## src/rtl/i2c_write_sequencer.sv

```systemverilog
// i2c_write_sequencer
//   Single-master I2C write controller. Takes one command (7-bit address plus
//   one data byte) over a valid/ready handshake. It then emits START,
//   address+W, an ACK check, the data byte, a second ACK check and STOP on
//   open-drain SCL/SDA, and reports done/nack.
//
//   Parameter
//     CLK_DIV    clk cycles per quarter-bit phase (>= 2); one bit slot is 4*CLK_DIV
//
//   Ports
//     clk        system clock, rising edge
//     reset      asynchronous, active-high
//     cmd_valid  command present
//     cmd_ready  idle; a command is accepted on an edge where cmd_valid && cmd_ready
//     cmd_addr   7-bit slave address, sent MSB first
//     cmd_data   data byte, sent MSB first
//     scl_o      1 = release SCL, 0 = drive low
//     sda_o      1 = release SDA, 0 = drive low
//     scl_in     sampled SCL pad (clock stretching only)
//     sda_in     sampled SDA pad (ACK slots only)
//     busy       high from accept until done
//     done       one-cycle pulse at transaction end
//     nack       valid with done; 1 = a slave NACK was seen
//
//   Build option
//     I2C_CLK_STRETCH_EN  when defined, the phase counter holds at 0 in any
//                         SCL-high quarter while scl_in is still low.
module i2c_write_sequencer #(
  parameter int CLK_DIV = 250
) (
  input  logic       clk,
  input  logic       reset,
  input  logic       cmd_valid,
  output logic       cmd_ready,
  input  logic [6:0] cmd_addr,
  input  logic [7:0] cmd_data,
  output logic       scl_o,
  output logic       sda_o,
  input  logic       scl_in,
  input  logic       sda_in,
  output logic       busy,
  output logic       done,
  output logic       nack
);

  localparam int PH_W = (CLK_DIV > 1) ? $clog2(CLK_DIV) : 1;

  typedef enum logic [2:0] {
    IDLE, START, ADDR, ACK1, DATA, ACK2, STOP, DONE
  } state_t;

  state_t          state, state_nxt;
  logic [PH_W-1:0] phase, phase_nxt;
  logic [1:0]      quarter, quarter_nxt;
  logic [2:0]      bit_idx, bit_nxt;
  logic            busy_nxt, nack_nxt;
  logic [7:0]      addr_byte, data_byte;
  logic            accept, phase_end, stall, ack_sample, bitv_nxt;

  // {scl, sda} for a given state and quarter; b is the bit being shifted out.
  function automatic logic [1:0] wave(input state_t s, input logic [1:0] q, input logic b);
    logic [1:0] w;
    w = 2'b11;
    case (s)
      START:      w = (q == 2'd2) ? 2'b10 : ((q == 2'd3) ? 2'b00 : 2'b11);
      ADDR, DATA: w = {q[1], b};
      ACK1, ACK2: w = {q[1], 1'b1};
      STOP:       w = (q == 2'd0) ? 2'b00 : ((q == 2'd1) ? 2'b10 : 2'b11);
      default:    w = 2'b11;
    endcase
    return w;
  endfunction

  assign cmd_ready = (state == IDLE) && !busy;
  assign accept    = cmd_valid && cmd_ready;
  assign done      = (state == DONE);
  assign phase_end = (phase == PH_W'(CLK_DIV - 1));

`ifdef I2C_CLK_STRETCH_EN
  // A slave may hold SCL low after we release it; wait at phase 0 until it lets go.
  assign stall = scl_o && !scl_in && (phase == '0);
`else
  logic scl_in_unused;
  assign scl_in_unused = scl_in;
  assign stall = 1'b0;
`endif

  // ACK is taken on the last cycle of the SCL-high P2 quarter of an ACK slot.
  assign ack_sample = ((state == ACK1) || (state == ACK2)) && (quarter == 2'd2) &&
                      phase_end && !stall;

  always_comb begin
    state_nxt   = state;
    phase_nxt   = phase;
    quarter_nxt = quarter;
    bit_nxt     = bit_idx;
    busy_nxt    = busy;
    nack_nxt    = nack;
    case (state)
      IDLE: begin
        // The accept edge only latches; START begins one cycle later.
        if (busy) begin
          state_nxt   = START;
          phase_nxt   = '0;
          quarter_nxt = 2'd0;
        end else if (accept) begin
          busy_nxt = 1'b1;
          nack_nxt = 1'b0;
        end
      end
      DONE: state_nxt = IDLE;
      default: begin
        if (ack_sample && sda_in)
          nack_nxt = 1'b1;
        if (!stall) begin
          phase_nxt = phase_end ? '0 : phase + PH_W'(1);
          if (phase_end) begin
            quarter_nxt = quarter + 2'd1;
            if (quarter == 2'd3) begin
              case (state)
                START: begin
                  state_nxt = ADDR;
                  bit_nxt   = 3'd7;
                end
                ADDR, DATA: begin
                  if (bit_idx == 3'd0)
                    state_nxt = (state == ADDR) ? ACK1 : ACK2;
                  else
                    bit_nxt = bit_idx - 3'd1;
                end
                ACK1: begin
                  state_nxt = nack ? STOP : DATA;
                  bit_nxt   = 3'd7;
                end
                ACK2: state_nxt = STOP;
                STOP: begin
                  state_nxt = DONE;
                  busy_nxt  = 1'b0;
                end
                default: state_nxt = state;
              endcase
            end
          end
        end
      end
    endcase
  end

  assign bitv_nxt = (state_nxt == DATA) ? data_byte[bit_nxt] : addr_byte[bit_nxt];

  // Control and pad registers; pads are registered from next-state values so
  // the bus lines up with the state and changes only at quarter boundaries.
  always_ff @(posedge clk or posedge reset) begin
    if (reset) begin
      state   <= IDLE;
      phase   <= '0;
      quarter <= 2'd0;
      bit_idx <= 3'd0;
      busy    <= 1'b0;
      nack    <= 1'b0;
      scl_o   <= 1'b1;
      sda_o   <= 1'b1;
    end else begin
      state          <= state_nxt;
      phase          <= phase_nxt;
      quarter        <= quarter_nxt;
      bit_idx        <= bit_nxt;
      busy           <= busy_nxt;
      nack           <= nack_nxt;
      {scl_o, sda_o} <= wave(state_nxt, quarter_nxt, bitv_nxt);
    end
  end

  // Command payload; only meaningful while busy.
  always_ff @(posedge clk) begin
    if (accept) begin
      addr_byte <= {cmd_addr, 1'b0};
      data_byte <= cmd_data;
    end
  end

endmodule

```

## config.mk

```make
export PLATFORM = sky130hd
export DESIGN_NAME = i2c_write_sequencer
export DESIGN_NICKNAME = d
export VERILOG_FILES = /design/src/rtl/i2c_write_sequencer.sv
export SDC_FILE = /design/constraint.sdc
export NUM_CORES = 1
export LEC_CHECK = 0
export ABC_CLOCK_PERIOD_IN_PS = 3100
export BUFFER_PORTS_ARGS = -buffer_cell sky130_fd_sc_hd__clkbuf_2
export CAP_MARGIN = 40
export CORE_ASPECT_RATIO = 1.2
export CORE_MARGIN = 5
export CORE_UTILIZATION = 50
export DETAILED_ROUTE_END_ITERATION = 8
export GPL_TIMING_DRIVEN = 0
export PLACE_DENSITY = 0.7
export SYNTH_ARGS = -nofsm -noshare
export SYNTH_HDL_FRONTEND = slang
export SYNTH_SLANG_ARGS = --single-unit
export TNS_END_PERCENT = 5
```

## constraint.sdc

```tcl
create_clock -name clk -period 3.1 [get_ports clk]
set_input_delay 0 -clock clk [delete_from_list [all_inputs] [get_ports clk]]
set_output_delay 0 -clock clk [all_outputs]
set_load 0.05 [all_outputs]
```

==> qor.csv <==
metric;value;unit
die_y;81.26;um
ys_warn_count;0;
cp_max_fo;9;
syn_nets;231;
num_vias;1708;
grt_first_pass_wirelength;7.983;mm
drc_errors;0;
cts_htree_levels;2;
drv_slew;0;
synth.top_cells.by_count;18 x dfrtp_1, 18 x o21ai_0, 17 x nor2_1, 15 x edfxtp_1, 14 x nand2_1;
cp-end-kind;flip-flop;
synthDistinctLibCells;62;
ys_seq_elements;35;
arrival;2.98;ns
globalplace.congestion;0.8334;
boundaryPins;26;
layout-drive-gt1-share;22.44;%
ant_nets;0;
grt_pass1_vias;1697;
maxCapViolations;0;
finalCriticalPeriod;2.777;ns
holdPathStages;3;
maxSlewHeadroom;46.85;%
synth_edf_count;15;
postSynthCellCount;205;
clock-sinks;35;
post_drt_wl_per_cell;15.13;um
initial_core_util;50.81;%
syn-cell-area;2116;um2
synth_area_leader_cell;dfrtp_1;
portBuffers;24;
synthFlopType;dfrtp_1;
fmax;360.0;MHz
synthMuxAreaShare;3.607;%
synth_top_family_by_area;compound AO/OA/AOI/OAI gates;
dr.pass1.iters;4;
nets;279;
rsz0062_at_grt;no;
required;3.31;ns
cts_tree;yes;
placedCellCount;285;
viasPerCell;5.510;
drt-total-wl;4.691;mm
finalHoldViolCount;0;
worstMarginPinSlew;0.7964;ns
dpl.hpwl;3.358;mm
synth_top_area_share;21.29;%
die-area;5638;um2
clkLatencyLatePin;0.29;ns
track_usage;17.98;%
finClkSkew;0.01199;ns
setup-tns-final;0;ns
p_leak;1.013;nW
clockBufferDepth;2;
synthTopCellsByArea;dfrtp_1 21%, edfxtp_1 21%, o21ai_0 4.3%, ha_1 3.5%, nor2_1 3.0%;
grt-ovfl-total;0;
min_period_over_period;89.60;%
cts.reportedPaths.clkPinSlew;0.09;ns
cp-start-kind;flip-flop;
numCtsBuffers;5;
synth-compound-area-share;20.22;%
power-per-cell-area;362.4;nW/um2
synthAdderAreaFrac;4.021;%
yosysSeqAreaShare;45.06;%
dr.first_iter.drc_count;91;
hold_class;input pin to flip-flop;
synthXorXnorAreaFrac;2.070;%
outcome;finished clean;
setup_viol;0;
rr_worst_depth;9;
area_growth;22.94;%
fp.coreArea;4164;um2
critPathKind;flip-flop to flip-flop;
peakVddDrop;0.3559;mV
dieWidth;69.38;um
ff2ff_setup_slack;0.32;ns
fin_cells;310;
antenna_found_initial;0;
grt_max_degree;21;
yosys.area_share.simple;19.99;%
synth.avg_cell_area;10.32;um2
root_buffer;clkbuf_8;
async_flop_share;57.14;%
antenna_cells;0;
row_count;26;
## final cells by class
cell class                      instances  area (um2)
Sequential cell                        35       953.4
Buffer                                 13       76.32
Clock buffer                            5       68.82
Tap cell                               56       70.07
Timing Repair Buffer                   41       290.3
Inverter                                8       30.03
Clock inverter                          3       47.55
Multi-Input combinational cell        149        1065
Fill cell                             367        1563
## critical path, cell delays in order, from the launching register on
cell and delay, ns:
dfrtp_1 0.36, clkbuf_1 0.19, inv_1 0.19, ha_1 0.21, nor2b_2 0.37, nor4b_1 0.14
a211oi_4 0.50, mux2_2 0.39, a211oi_1 0.27, a22oi_2 0.08
## flip-flops by register name (all words and copies together) (netlist names)
name,flops
addr_byte,7
bit_idx,3
busy,1
data_byte,8
nack,1
phase,8
quarter,2
scl_o,1
sda_o,1
state,3
## per-stage QoR
step	setup WS, ns	hold slack (ns)	power (W)	util [%]	area, um2
floorplan	0.2712	-0.03765	0.0004972	-	2122
detailed placement	0.1381	0.1709	0.0005098	55.53	2312
global placement	0.1429	0.1756	0.0005092	55.53	2312
CTS	0.09897	0.009923	0.0009510	62.41	2599
finish	0.3225	0.01740	0.0009426	62.47	2601
global route	0.1007	0.03106	0.0009738	62.47	2601
## final timing paths
kind                                      startpoint                    to
worst max-delay path            bit_idx[0]$_DFF_PP0_       sda_o$_DFF_PP1_
worst min register to register  phase[7]$_DFFE_PP0P_  phase[7]$_DFFE_PP0P_
max in group asynchronous                      reset  bit_idx[1]$_DFF_PP0_
worst min-delay path                       cmd_valid      busy$_DFFE_PP0P_
min in group asynchronous                      reset  bit_idx[2]$_DFF_PP0_
worst max register to register  bit_idx[0]$_DFF_PP0_       sda_o$_DFF_PP1_
## placed cells by master, fill, tap and decap left out, types with 6 or more instances in the layout
| cell type | n |
|---|---|
| dlygate4sd3_1 | 17 |
| nor2_1 | 17 |
| nand2_1 | 14 |
| o21ai_0 | 18 |
| edfxtp_1 | 15 |
| ha_1 | 6 |
| clkbuf_2 | 24 |
| inv_1 | 8 |
| nand2b_1 | 6 |
| nand4_1 | 6 |
| dfrtp_1 | 18 |
## repair_timing
| item | 4_1_cts | 5_1_grt |
|---|---|---|
| buffers inserted | 0 | 0 |
| endpoints found under the setup margin | 0 | 1 |
| hold buffers | 17 | 0 |
| endpoints found under the hold margin | 34 | 0 |
| resized for setup | 0 | 1 |
## layer usage
metal  track usage (%)  routed length (um)  vias up  share of wire, %
met1             21.88                2071      808                44
met3             3.342                 148       10               3.2
met2             30.92                2335       37                50
met4             8.594                 135        0               2.9
li1                  -                   -      853                 -
met5                 0                   0        -                 0
## kinds of logic after synthesis
group | Yosys count
flops | 35
simple gates | 76
xor+xnor | 5
fa+ha+maj | 7
mux | 7
compound gates | 54
buf+inv | 21
## report_power, final
group | internal, W | total, W | switching [W]
clock | 0.000244 | 0.000426 | 0.000183
combinational | 0.0000218 | 0.0000326 | 0.0000108
sequential | 0.000484 | 0.000484 | 0
total | 0.000749 | 0.000943 | 0.000193
(Power assumes the default switching activity.)
